## src/rtl/hex_scroll_ctrl.sv

```systemverilog
`default_nettype none
// ============================================================================
// Module   : hex_scroll_ctrl
// Purpose  : Scrolling-message controller for the six-digit seven-segment
//            bank (HEX5..HEX0). Holds a message of up to DEPTH segment
//            patterns and slides a six-character window across the digits
//            at a programmable rate, with start/stop/pause/single-step.
// Ports    : CLOCK_50, RESET_N        - clock, async active-low reset
//            wr_en/wr_addr/wr_data    - message buffer write port
//            len_we/len_in            - message length load (saturates)
//            start/stop/step (pulses), pause (level)
//            hex5..hex0               - registered digit patterns
//            running, wrap            - registered status
// Revision : 1.0 - initial release
// ============================================================================
module hex_scroll_ctrl #(
  parameter int                DEPTH     = 16,
  parameter int                SEG_W     = 7,
  parameter int                TICK_DIV  = 12500000,
  parameter logic [SEG_W-1:0]  BLANK_SEG = '0
) (
  input  logic                       CLOCK_50,
  input  logic                       RESET_N,
  input  logic                       wr_en,
  input  logic [$clog2(DEPTH)-1:0]   wr_addr,
  input  logic [SEG_W-1:0]           wr_data,
  input  logic                       len_we,
  input  logic [$clog2(DEPTH):0]     len_in,
  input  logic                       start,
  input  logic                       stop,
  input  logic                       pause,
  input  logic                       step,
  output logic [SEG_W-1:0]           hex5,
  output logic [SEG_W-1:0]           hex4,
  output logic [SEG_W-1:0]           hex3,
  output logic [SEG_W-1:0]           hex2,
  output logic [SEG_W-1:0]           hex1,
  output logic [SEG_W-1:0]           hex0,
  output logic                       running,
  output logic                       wrap
);

  localparam int LW = $clog2(DEPTH);
  localparam int PW = (TICK_DIV > 1) ? $clog2(TICK_DIV) : 1;
  localparam logic [PW-1:0] c_TERM      = PW'(TICK_DIV - 1);
  localparam logic [LW:0]   c_DEPTH     = (LW+1)'(DEPTH);
  localparam logic [LW:0]   c_LEN_ONE   = (LW+1)'(1);
  localparam logic [LW-1:0] c_POS_ONE   = LW'(1);
  localparam logic [PW-1:0] c_PRESC_ONE = PW'(1);

  typedef enum logic [1:0] {
    ST_BLANK = 2'd0,
    ST_RUN   = 2'd1,
    ST_PAUSE = 2'd2
  } state_t;

  state_t           r_state;
  logic [LW:0]      r_msg_len;
  logic [LW-1:0]    r_pos;
  logic [PW-1:0]    r_presc;
  logic             r_adv_wrap;
  logic             r_running;
  logic             r_wrap;
  logic [SEG_W-1:0] r_mem [DEPTH];
  logic [SEG_W-1:0] r_hex [6];

  logic [LW:0]      w_len_sat;
  logic             w_len_zero;
  logic [LW:0]      w_len_m1;
  logic             w_last;
  logic [LW-1:0]    w_pos_next;
  logic [SEG_W-1:0] w_win [6];

  assign w_len_sat  = (len_in > c_DEPTH) ? c_DEPTH : len_in;
  assign w_len_zero = (w_len_sat == '0);
  assign w_len_m1   = r_msg_len - c_LEN_ONE;
  assign w_last     = ({1'b0, r_pos} == w_len_m1);
  assign w_pos_next = w_last ? '0 : (r_pos + c_POS_ONE);

  // Step through the window one slot at a time, wrapping at msg_len rather
  // than at DEPTH, so short messages repeat their characters across digits.
  function automatic logic [LW-1:0] f_adv(input logic [LW-1:0] p,
                                          input logic [LW:0]   lm1);
    return ({1'b0, p} == lm1) ? '0 : (p + c_POS_ONE);
  endfunction

  always_comb begin
    logic [LW-1:0] v;
    v = r_pos;
    for (int d = 0; d < 6; d++) begin
      w_win[d] = r_mem[v];
      v        = f_adv(v, w_len_m1);
    end
  end

  // Message buffer: written in every state, never reset.
  always_ff @(posedge CLOCK_50) begin
    if (wr_en) r_mem[wr_addr] <= wr_data;
  end

  // Control: stop > len_we(0) > start > len_we(nonzero) > tick/step.
  always_ff @(posedge CLOCK_50 or negedge RESET_N) begin
    if (!RESET_N) begin
      r_state    <= ST_BLANK;
      r_msg_len  <= '0;
      r_pos      <= '0;
      r_presc    <= '0;
      r_adv_wrap <= 1'b0;
    end else begin
      r_adv_wrap <= 1'b0;
      if (len_we) r_msg_len <= w_len_sat;

      if (stop || (len_we && w_len_zero)) begin
        r_state <= ST_BLANK;
        r_pos   <= '0;
        r_presc <= '0;
      end else if (start && (r_state != ST_BLANK || r_msg_len != '0)) begin
        if (r_state == ST_BLANK) r_state <= ST_RUN;
        r_pos   <= '0;
        r_presc <= '0;
      end else if (len_we && r_state != ST_BLANK) begin
        r_pos   <= '0;
        r_presc <= '0;
      end else begin
        case (r_state)
          ST_RUN: begin
            if (pause) begin
              r_state <= ST_PAUSE;
            end else if (r_presc == c_TERM) begin
              r_presc    <= '0;
              r_pos      <= w_pos_next;
              r_adv_wrap <= w_last;
            end else begin
              r_presc <= r_presc + c_PRESC_ONE;
            end
          end
          ST_PAUSE: begin
            if (step) begin
              r_pos      <= w_pos_next;
              r_adv_wrap <= w_last;
            end
            // Prescaler keeps its held value so the interrupted period
            // finishes once running resumes.
            if (!pause) r_state <= ST_RUN;
          end
          default: ;
        endcase
      end
    end
  end

  // Output stage: everything lags the control registers by one cycle, so
  // wrap lines up with the first cycle the digits show position 0.
  always_ff @(posedge CLOCK_50 or negedge RESET_N) begin
    if (!RESET_N) begin
      r_running <= 1'b0;
      r_wrap    <= 1'b0;
      for (int d = 0; d < 6; d++) r_hex[d] <= BLANK_SEG;
    end else begin
      r_running <= (r_state == ST_RUN);
      r_wrap    <= r_adv_wrap;
      for (int d = 0; d < 6; d++)
        r_hex[d] <= (r_state == ST_BLANK) ? BLANK_SEG : w_win[d];
    end
  end

  assign hex5    = r_hex[0];
  assign hex4    = r_hex[1];
  assign hex3    = r_hex[2];
  assign hex2    = r_hex[3];
  assign hex1    = r_hex[4];
  assign hex0    = r_hex[5];
  assign running = r_running;
  assign wrap    = r_wrap;

endmodule
`default_nettype wire

```

## config.mk

```make
export PLATFORM = sky130hd
export DESIGN_NAME = hex_scroll_ctrl
export DESIGN_NICKNAME = d
export VERILOG_FILES = /design/src/rtl/hex_scroll_ctrl.sv
export SDC_FILE = /design/constraint.sdc
export NUM_CORES = 1
export LEC_CHECK = 0
export CAP_MARGIN = 20
export CORE_AREA = 2 2 179 137
export DETAILED_ROUTE_END_ITERATION = 8
export DIE_AREA = 0 0 181 139
export PLACE_DENSITY = 0.78
export SLEW_MARGIN = 5
export SYNTH_ARGS = -nofsm -noshare
export SYNTH_HDL_FRONTEND = slang
export SYNTH_SLANG_ARGS = --single-unit
export TNS_END_PERCENT = 100
```

## constraint.sdc

```tcl
create_clock -name CLOCK_50 -period 14.1 [get_ports CLOCK_50]
set_clock_uncertainty 0.05 [all_clocks]
set_input_delay 1.41 -clock CLOCK_50 [delete_from_list [all_inputs] [get_ports CLOCK_50]]
set_output_delay 1.41 -clock CLOCK_50 [all_outputs]
set_load 0.05 [all_outputs]
```

Yosys cells after proc, flatten, opt, wreduce, memory -nomap -nowiden
Memories as Yosys holds them, arrays and structs flattened.
Index checks and enable logic that the tools add are counted.
{"block": "classes", "n_reduce_logical": 15, "magnitude_cmp": 1, "n_mux": 41, "n_addsub": 7, "eq_ne": 16}
{"op": "24-bit two-way mux", "n": 6}
{"op": "4-bit two-way mux", "n": 11}
{"op": "7-bit two-way mux", "n": 6}
{"op": "4-bit by 5-bit == test with 1-bit output", "n": 5}
{"op": "24-bit by 1-bit adder with 24-bit output (second input constant)", "n": 1}
{"op": "24-bit == test (second input constant)", "n": 1}
{"op": "4-bit by 1-bit adder with 4-bit output (second input constant)", "n": 5}
{"op": "5-bit != test (second input constant)", "n": 3}
{"op": "2-bit two-way mux", "n": 6}
{"op": "5-bit nonzero test", "n": 2}
{"op": "1-bit two-way mux", "n": 8}
{"op": "4-bit != test (second input constant)", "n": 2}
{"op": "4-bit one-hot mux with 2 select lines", "n": 1}
{"op": "4-bit nonzero test", "n": 2}
{"op": "5-bit > comparator (second input constant)", "n": 1}
{"op": "5-bit zero test", "n": 1}
{"op": "5-bit two-way mux", "n": 1}
{"op": "5-bit AND reduction", "n": 1}
{"op": "5-bit by 1-bit subtractor with 5-bit output (second input constant)", "n": 1}
{"op": "4-bit by 1-bit != test with 1-bit output (second input constant)", "n": 1}
{"op": "2-bit one-hot mux with 2 select lines", "n": 1}
{"op": "4-bit AND reduction", "n": 1}
{"op": "1-bit logical AND", "n": 3}
{"op": "3-bit by 2-bit != test with 1-bit output (second input constant)", "n": 1}
{"op": "8 further kinds", "n": 9}
{"block": "word_totals", "in_bits": 24, "output_inout_bits": 44, "mem_count": 1, "ramBits": 112, "elab_cells": 94, "ff_bits": 80}
{"memory": "r_mem", "words": 16, "word_bits": 7, "read_ports": 6, "rd_clocked_by_memory_dff": 0, "write_ports": 1, "line": "64", "source": "logic [SEG_W-1:0] r_mem [DEPTH];"}

Depth between registers and ports, before layout
An unclocked memory read counts as a cell.
{"block": "depth", "ltp_word": 13, "depth_mapped": 37, "ltp_nobuf": 27}

Worst setup path before layout
Ideal clock, no wire load.
{"block": "synth_timing", "kind": "reg2reg", "startpoint": "reg r_msg_len[0]", "endpoint": "reg r_hex (netlist bit hex0[4])", "path_buffers": 9, "path_stages_with_launch": 36, "setup_slack_ns": 6.567, "t_required_ns": 13.926, "t_arrival_ns": 7.359, "cell_sequence": "dfrtp_1 -> buf_2 -> clkinv_1 -> ha_1 -> clkbuf_1 -> xor2_1 -> and2_1 -> o31a_1 -> nand2_2 -> clkbuf_1 -> nand2_1 -> clkinv_1 -> ha_1 -> o21ai_0 -> clkbuf_1 -> clkbuf_1 -> inv_1 -> ha_1 -> nand2_1 -> nand4b_1 -> o21ai_0 -> a221oi_2 -> nand2_1 -> o22ai_1 -> a22oi_2 -> o21ai_2 -> inv_1 -> buf_2 -> buf_1 -> ha_1 -> buf_2 -> clkbuf_1 -> mux4_2 -> nand2_1 -> o31ai_1 -> a211o_1"}
{"block": "synth_via", "elab_chain_len": 13}
{"element": "start, declared", "line": "58", "source": "logic [LW:0] r_msg_len;"}
{"element": "start signal, assigned", "line": "111", "source": "if (len_we) r_msg_len <= w_len_sat;"}
{"element": "5-bit by 1-bit subtractor with 5-bit output (*)", "line": "76", "source": "assign w_len_m1 = r_msg_len - c_LEN_ONE;"}
{"element": "4-bit by 5-bit == test with 1-bit output", "line": "84", "source": "return ({1'b0, p} == lm1) ? '0 : (p + c_POS_ONE);"}
{"element": "4-bit two-way mux", "line": "84"}
{"element": "4-bit by 1-bit adder with 4-bit output / 4-bit by 5-bit == test with 1-bit output (equally long branches)", "line": "84"}
{"element": "4-bit two-way mux", "line": "84"}
{"element": "4-bit by 1-bit adder with 4-bit output / 4-bit by 5-bit == test with 1-bit output (equally long branches)", "line": "84"}
{"element": "4-bit two-way mux", "line": "84"}
{"element": "4-bit by 1-bit adder with 4-bit output / 4-bit by 5-bit == test with 1-bit output (equally long branches)", "line": "84"}
{"element": "4-bit two-way mux", "line": "84"}
{"element": "4-bit by 1-bit adder with 4-bit output / 4-bit by 5-bit == test with 1-bit output (equally long branches)", "line": "84"}
{"element": "4-bit two-way mux (*)", "line": "84"}
{"element": "memory read 16 x 7 bit (*)"}
{"element": "7-bit two-way mux (*)", "line": "163", "source": "r_hex[d] <= (r_state == ST_BLANK) ? BLANK_SEG : w_win[d];"}
{"element": "end signal, assigned by index", "line": "163"}
{"element": "end, declared", "line": "65", "source": "logic [SEG_W-1:0] r_hex [6];"}
Every way passes the cells marked *; elsewhere a longest branch is shown, timed or not.
A chain may end at the register's enable or synchronous reset.

Worst setup path in the final report
{"block": "layout_timing", "startpoint": "reg r_msg_len[0]", "endpoint": "reg r_hex (netlist bit hex0[0])"}
Same word-level chain as after synthesis.

==> impl_metrics.ini <==
[synthesis]
yosys.area_share.simple_pct = 18.5
synthArstFlopShare_pct = 41.7
synth_edf_count = 112
synth.avg_cell_area_sq_um = 9.20
syn_area_sq_um = 13800
synth_top_family_by_area = compound AO/OA/AOI/OAI gates
synth-seq-area-share_pct = 38.8
ys.flop_type = edfxtp_1
synthCells = 1501
mappedNetlistNets = 1535
yosys.area.top_type = edfxtp_1
synth-seq-cells = 192
synth_xor_area_share_pct = 3.01
synth_compound_area_share_pct = 24.0
synthAdderAreaFrac_pct = 0.906
synth_mux_area_share_pct = 10.0
ys_types = 87
ys_warn_count = 0
synth_top_area_share_pct = 24.3
synthTopCellsByArea = edfxtp_1 24%, dfrtp_1 14%, nand2_1 7.2%, mux4_2 6.2%, a211oi_1 4.7%

[drt]
drt_iter0_markers = 2626
wl_met2_microns = 20500
drc = 0
m1WireLength_microns = 21200
final_antenna_net_count = 0
avgRoutedWirePerCell_microns = 29.7
highest_layer = met4
vias = 13700
finalWirelength_microns = 53700
firstDrtPassIters = 9
vias_per_cell = 7.56
met3_length_microns = 10100

[status]
outcome = complete, no violations

[global_routing]
grt_pass1_vias = 12500
grt_overflow = 0
track_usage_pct = 42.6
antenna_found_initial = 0
grt_max_degree = 64
grt_pass1_wl_microns = 80100

[power]
seqPwrFrac_pct = 20.3
p_per_area_nw_per_um2 = 222
switching_share_pct = 50.7
p_sw_mw = 1.72
power_mw = 3.40
combPwrFrac_pct = 64.9
leakagePower_nw = 5.57
ir_drop_v = 0.000252
p_int_mw = 1.68
p_clk_share_pct = 14.8

[layout]
multi_input_area_sq_um = 7860
area_growth_pct = 10.7
nets = 1526
drive_above_1_share_pct = 9.10
final_core_util_pct = 65.0
fillCellCount = 1876
final_cells = 1811
most-common-layout-cells = 266 x nand2_1, 112 x edfxtp_1, 99 x nor2_1
final_common_cell = nand2_1
regArea_sq_um = 5370
final_cell_area_sq_um = 15300
antennaDiodeCount = 0

[timing]
max-slew-margin-rel_pct = 27.5
min_period_ns = 9.73
tns_ns = 0
rsz0062_at_grt = false
fin_crit_sh_pct = 69.0
fin_hold_ws_ns = 0.350
timing.fmax_ghz = 0.103
final-max-slew-violation-count = 0
fin_ws_ns = 4.37
setup_viol = 0
finalHoldViolCount = 0
worstMarginPinSlew_ns = 1.08

[hold_path]
worstHoldStart = r_adv_wrap
hold_class = flop to flop
worstHoldPathCells = 0

[setup_path]
cp_data_required_time_ns = 14.44
crit_arrival_ns = 10.07
cpPeakStageDelay_ns = 0.67
r2r_start = r_msg_len[0]
setup.worst_path.start = r_msg_len[0]
cpMostUsedCell = buf_4
critPathLaunchType = flop
cp_slowest_cell = inv_2
cp.depth = 29
end_kind = flop
worst-path-max-fanout = 63
path_buf_inv = 8
critical_path_class = flop to flop
critPathTopFamily = buffers and inverters
ff2ff_path_depth = 29

[placement]
dpl_worst_slack_ns = 4.81
portBuffers = 67
dp.cells = 1776
placed_area_sq_um = 14600
dp.final_hpwl_microns = 37400
gp_congestion = 1.05

[clock_tree]
clk_pin_slew_ns = 0.08
clkSinkCount = 192
cts_resized = 0
cts_buffer_depth = 2
cts_tree = yes
cts_hold_buf = 0
post_cts_buffers = 0
htree_levels = 4
numCtsBuffers = 17
root_buffer = clkbuf_16
clkLatencyLatePin_ns = 0.46

[floorplan]
chipHeight_microns = 139
die_w_microns = 181
io_pins = 68
num_rows = 49
core_sq_um = 23500
start_util_pct = 58.7
dieArea_sq_um = 25200

[run]
maxCapViolCount = 0
routing by layer:
metal,GRT usage (%),up-vias
met5,0,-
met2,55.2,1232
met4,13.4,0
met3,18.3,173
met1,63.5,6520
li1,-,5771
area by class of cell:
class,instances,area share (%)
Clock inverter,15,1.14
Inverter,32,0.785
Tap cell,306,2.50
Clock buffer,17,2.78
Multi-Input combinational cell,1150,51.4
Sequential cell,192,35.1
Timing Repair Buffer,99,6.32
power by group through the flow:
stage | Combinational [mW] | Clock [mW] | Sequential [mW]
after global placement | 2.07 | 0 | 0.698
after detailed placement | 2.12 | 0 | 0.699
final | 2.21 | 0.505 | 0.690
after floorplan | 1.45 | 0 | 0.828
after global routing | 2.34 | 0.528 | 0.692
after CTS | 2.13 | 0.507 | 0.687
worst register-to-register path, delay by kind of cell, from the launching register on:
| family | cells | cell delay, ns |
|---|---|---|
| AOI/OAI and AO/OA | 8 | 1.79 |
| DFF | 1 | 0.51 |
| buffers and inverters | 8 | 3.58 |
| xor gates and xnor gates | 2 | 0.60 |
| adders and majority gates | 2 | 0.75 |
| and+or+nand+nor | 9 | 2.36 |
cell families (layout without fill, tap and decap cells):
kind of cell	Yosys count	after routing
compound gates	443	443
xor+xnor	40	40
fa+ha+maj	10	10
buf+inv	159	163
flops	192	192
mux	90	90
simple gates	567	567
path summary, 6_finish.rpt:
| check | end | slack [ns] |
|---|---|---|
| hold / removal | wrap | 0.35 |
| hold reg to reg | wrap | 0.35 |
| setup / recovery | hex0[0] | 4.37 |
| setup reg to reg | hex0[0] | 4.37 |
| min in group asynchronous | r_presc[8] | 0.86 |
| max in group asynchronous | r_pos[0] | 12.14 |
flip-flops by register name, summed over array words and instances, names as in the netlist:
| name | flops |
|---|---|
| hex0 | 7 |
| hex1 | 7 |
| hex2 | 7 |
| hex3 | 7 |
| hex4 | 7 |
| hex5 | 7 |
| r_adv_wrap | 1 |
| r_mem | 112 |
| r_msg_len | 5 |
| r_pos | 4 |
| r_presc | 24 |
| r_state | 2 |
| running | 1 |
| wrap | 1 |
cells in the mapped netlist, drive strengths merged (12+ instances only):
master	number
a221oi	70
nand2	268
nand3	51
dfrtp	80
o21ai	41
o22ai	14
xor2	23
nor3	38
a311oi	31
a21oi	53
a22oi	12
inv	28
mux2i	51
a31oi	23
nor2	100
a211oi	87
nand2b	17
edfxtp	112
and3	32
and2	14
o211ai	37
buf	37
clkbuf	90
mux4	38
xnor2	15
(Power assumes the default switching activity.)
==> RTL edit 1, RTL diff (same settings) <==
Reset style: synchronous (`RESET_N`), changed in 2 clocked blocks. Comments in the files are not updated.
--- a/src/rtl/hex_scroll_ctrl.sv
+++ b/src/rtl/hex_scroll_ctrl.sv
@@ -101,3 +101,3 @@
   // Control: stop > len_we(0) > start > len_we(nonzero) > tick/step.
-  always_ff @(posedge CLOCK_50 or negedge RESET_N) begin
+  always_ff @(posedge CLOCK_50) begin
     if (!RESET_N) begin
@@ -153,3 +153,3 @@
   // wrap lines up with the first cycle the digits show position 0.
-  always_ff @(posedge CLOCK_50 or negedge RESET_N) begin
+  always_ff @(posedge CLOCK_50) begin
     if (!RESET_N) begin
Formal check against the unedited RTL: differs if RESET_N is asserted again (counterexample within 4 cycles, from zero or initial values and one cycle with RESET_N low); with RESET_N held inactive, the same outputs for 4 cycles.
==> RTL edit 1 against the original RTL <==
Hold slack gained 50 ps. Wire length shrank 5.8%. Synthesized area shrank 0.85%. Core utilization shrank 0.38 points. Critical path type unchanged. Non-clock buffer count shrank 2. Critical path depth shrank 2. Sequential cell count grew 4. Setup slack lost 120 ps. Via count shrank 3.5%. Design area shrank 0.58%.
Power is not compared: it rests on default switching activity, and its combinational part moved more than twofold at a synthesized area within 25%.
==> RTL edit 1: results (changes against the original RTL) <==
stage	metric	value	unit	change
finish	final_cells	1786		-1.4%
placed_design	post-dp-hpwl	35.4	mm	-5.5%
finish	seq_cell_count	196		+2.1%
worst_hold_path	whs_path_depth	1		+1
finish	multi_input_cells	1133		-1.5%
detailed_routing	drt_iter0_markers	2657		+1.2%
global_routing	met2_usage	51.2	%	-4.0 points
critical_path	cp-startpoint	r_msg_len[0]$_SDFFE_PN0P_		
worst_hold_path	hold-path-endpoint	wrap$_SDFF_PN0_		
placed_design	pre_cts_ws	4590	ps	-220 ps
finish	largestRegisters	r_mem: 112 flops, r_hex: 42 flops, r_presc: 24 flops		
global_routing	grt_max_degree	65		+1.6%
yosys	seq_area_frac_synth	36.8	%	-2.0 points
timing	holdWs	400	ps	+50.2 ps
yosys	synth_cell_type_count	79		-9.2%
run_status	status	completed		
yosys	async_flop_share	0	%	-42 points
finish	num-fill-cells	1911		+1.9%
global_routing	use_met3	18.4	%	+0.16 points
yosys	yosys-top-cells-count	nand2_1, mux2i_1, edfxtp_1		
finish	multi_input_area	8150	µm²	+3.8%
detailed_routing	wl_met1	20.4	mm	-3.7%
finish	nNonClkBuffers	97		-2.0%
timing	layout_min_cycle_time	9850	ps	+115 ps
critical_path	endpoint	r_hex[5][1]$_SDFF_PP0_		
finish	seq_share	33.2	%	-1.9 points
timing	relSlewSlack	29.8	%	+2.3 points
finish	buf_share	6.02	%	-0.30 points
global_routing	grt_util_met1	59.8	%	-3.7 points
finish	clkCellAreaFrac	4.09	%	+0.17 points
global_routing	grt_usage	39.7	%	-2.9 points
critical_path	r2r_cells	27		-6.9%
finish	inverters	22		-31%
detailed_routing	dr.pass1.iters	8		-1
critical_path	regToRegSetupSlack	4250	ps	-120 ps
global_routing	grt_pass1_vias	11907		-4.5%
critical_path	cp_max_fo	64		+1.6%
placed_design	port_buffers	67		unchanged
worst_hold_path	hold_start	r_adv_wrap$_SDFF_PP0_		
yosys	synth_area_leaders	edfxtp_1, dfxtp_1, mux2i_1		
detailed_routing	vias	13217		-3.5%
yosys	synth.avg_cell_area	9.38	µm²	+1.9%
critical_path	crit_slowest_cell	dfxtp_1		
yosys	syn_nets	1494		-2.7%
finish	final_layout_size_suffix_gt1_share	10.0	%	+0.90 points
cts	path_clk_slew	100	ps	+20 ps
detailed_routing	dr_wl_met3	9.65	mm	-5.0%
==> RTL edit 1: cell types whose count changed in the layout (fill, tap and decap cells not counted), sizes merged, moves of 11 or more <==
cell,change
mux2i,+87
dfxtp,+84
dfrtp,-80
a221oi,-58
a211oi,-31
o221ai,+28
o211ai,-24
nor2,-17
mux4,+13
a311oi,-11
==> RTL edit 1: per-stage QoR <==
step                cell area, µm²  power, W
detailed placement           14500  0.000834
global placement             14500  0.000832
finish                       15200   0.00135
global route                 15200   0.00138
CTS                          15200   0.00134
floorplan                    13700  0.000774
==> RTL edit 1: logic make-up (layout without fill, tap and decap cells) <==
| kind of cell | count (synthesis) | in the layout | synth area share, % |
|---|---|---|---|
| mux | 190 | 190 | 18.6 |
| flops | 196 | 196 | 36.8 |
| xor+xnor | 41 | 41 | 2.73 |
| fa+ha+maj | 10 | 10 | 0.914 |
| buf+inv | 131 | 151 | 3.98 |
| simple gates | 550 | 550 | 18.4 |
| compound gates | 342 | 342 | 18.6 |
==> RTL edit 2, RTL diff (config.mk and constraints unchanged) <==
Without the edit above. The parameter `SEG_W` goes from 7 to 14.
--- a/src/rtl/hex_scroll_ctrl.sv
+++ b/src/rtl/hex_scroll_ctrl.sv
@@ -17,3 +17,3 @@
   parameter int                DEPTH     = 16,
-  parameter int                SEG_W     = 7,
+  parameter int                SEG_W     = 14,
   parameter int                TICK_DIV  = 12500000,
Ports: changed (7 resized); port bits go from 68 to 117. No check against the original RTL was run, so the function may have changed too.
==> RTL edit 2 against the original RTL <==
The flow now stops in 3_1_place_gp_skip_io. Synthesized cell count up 76%. Synthesized area is 74% higher.
==> RTL edit 2: results (changes against the original RTL) <==
stage	metric	value	unit	change
run_status	error	[ERROR GPL-0301] Utilization 116.586 % exceeds 100%.		
yosys	syn_nets	2687		+75%
yosys	synth_area_leaders	edfxtp_1, dfrtp_1, nand2_1		
yosys	synth.avg_cell_area	9.09	µm²	-1.3%
yosys	synth_warnings	0		unchanged
yosys	syn_area	24000	µm²	+74%
yosys	synth-edff-count	224		+100%
yosys	yosys-top-cells-count	nand2_1, nand3_1, edfxtp_1		
run_status	status	stopped before the end		
yosys	synth_cell_type_count	84		-3.4%
yosys	ys.flop_type	edfxtp_1		
yosys	seq_area_frac_synth	40.7	%	+1.8 points
yosys	synth-seq-cells	346		+80%
run_status	stop_stage	3_1_place_gp_skip_io		
yosys	async_flop_share	35.3	%	-6.4 points
## RTL edit 2: changes by cell type after synthesis, moves of 31 or more
cell / unedited run / this run
a211oi_1: 87 / 56
clkbuf_1: 90 / 180
mux4_2: 38 / 88
dfrtp_1: 80 / 122
edfxtp_1: 112 / 224
nand3_1: 51 / 278
nor3_1: 38 / 149
a221oi_1: 68 / 160
a311oi_1: 31 / 87
nand2_1: 266 / 609
## RTL edit 2: cell families after synthesis
group | share of synthesized area, %
compound gates | 18.0
xor+xnor | 1.98
fa+ha+maj | 0.520
buf+inv | 4.89
flops | 40.7
mux | 9.59
simple gates | 24.4
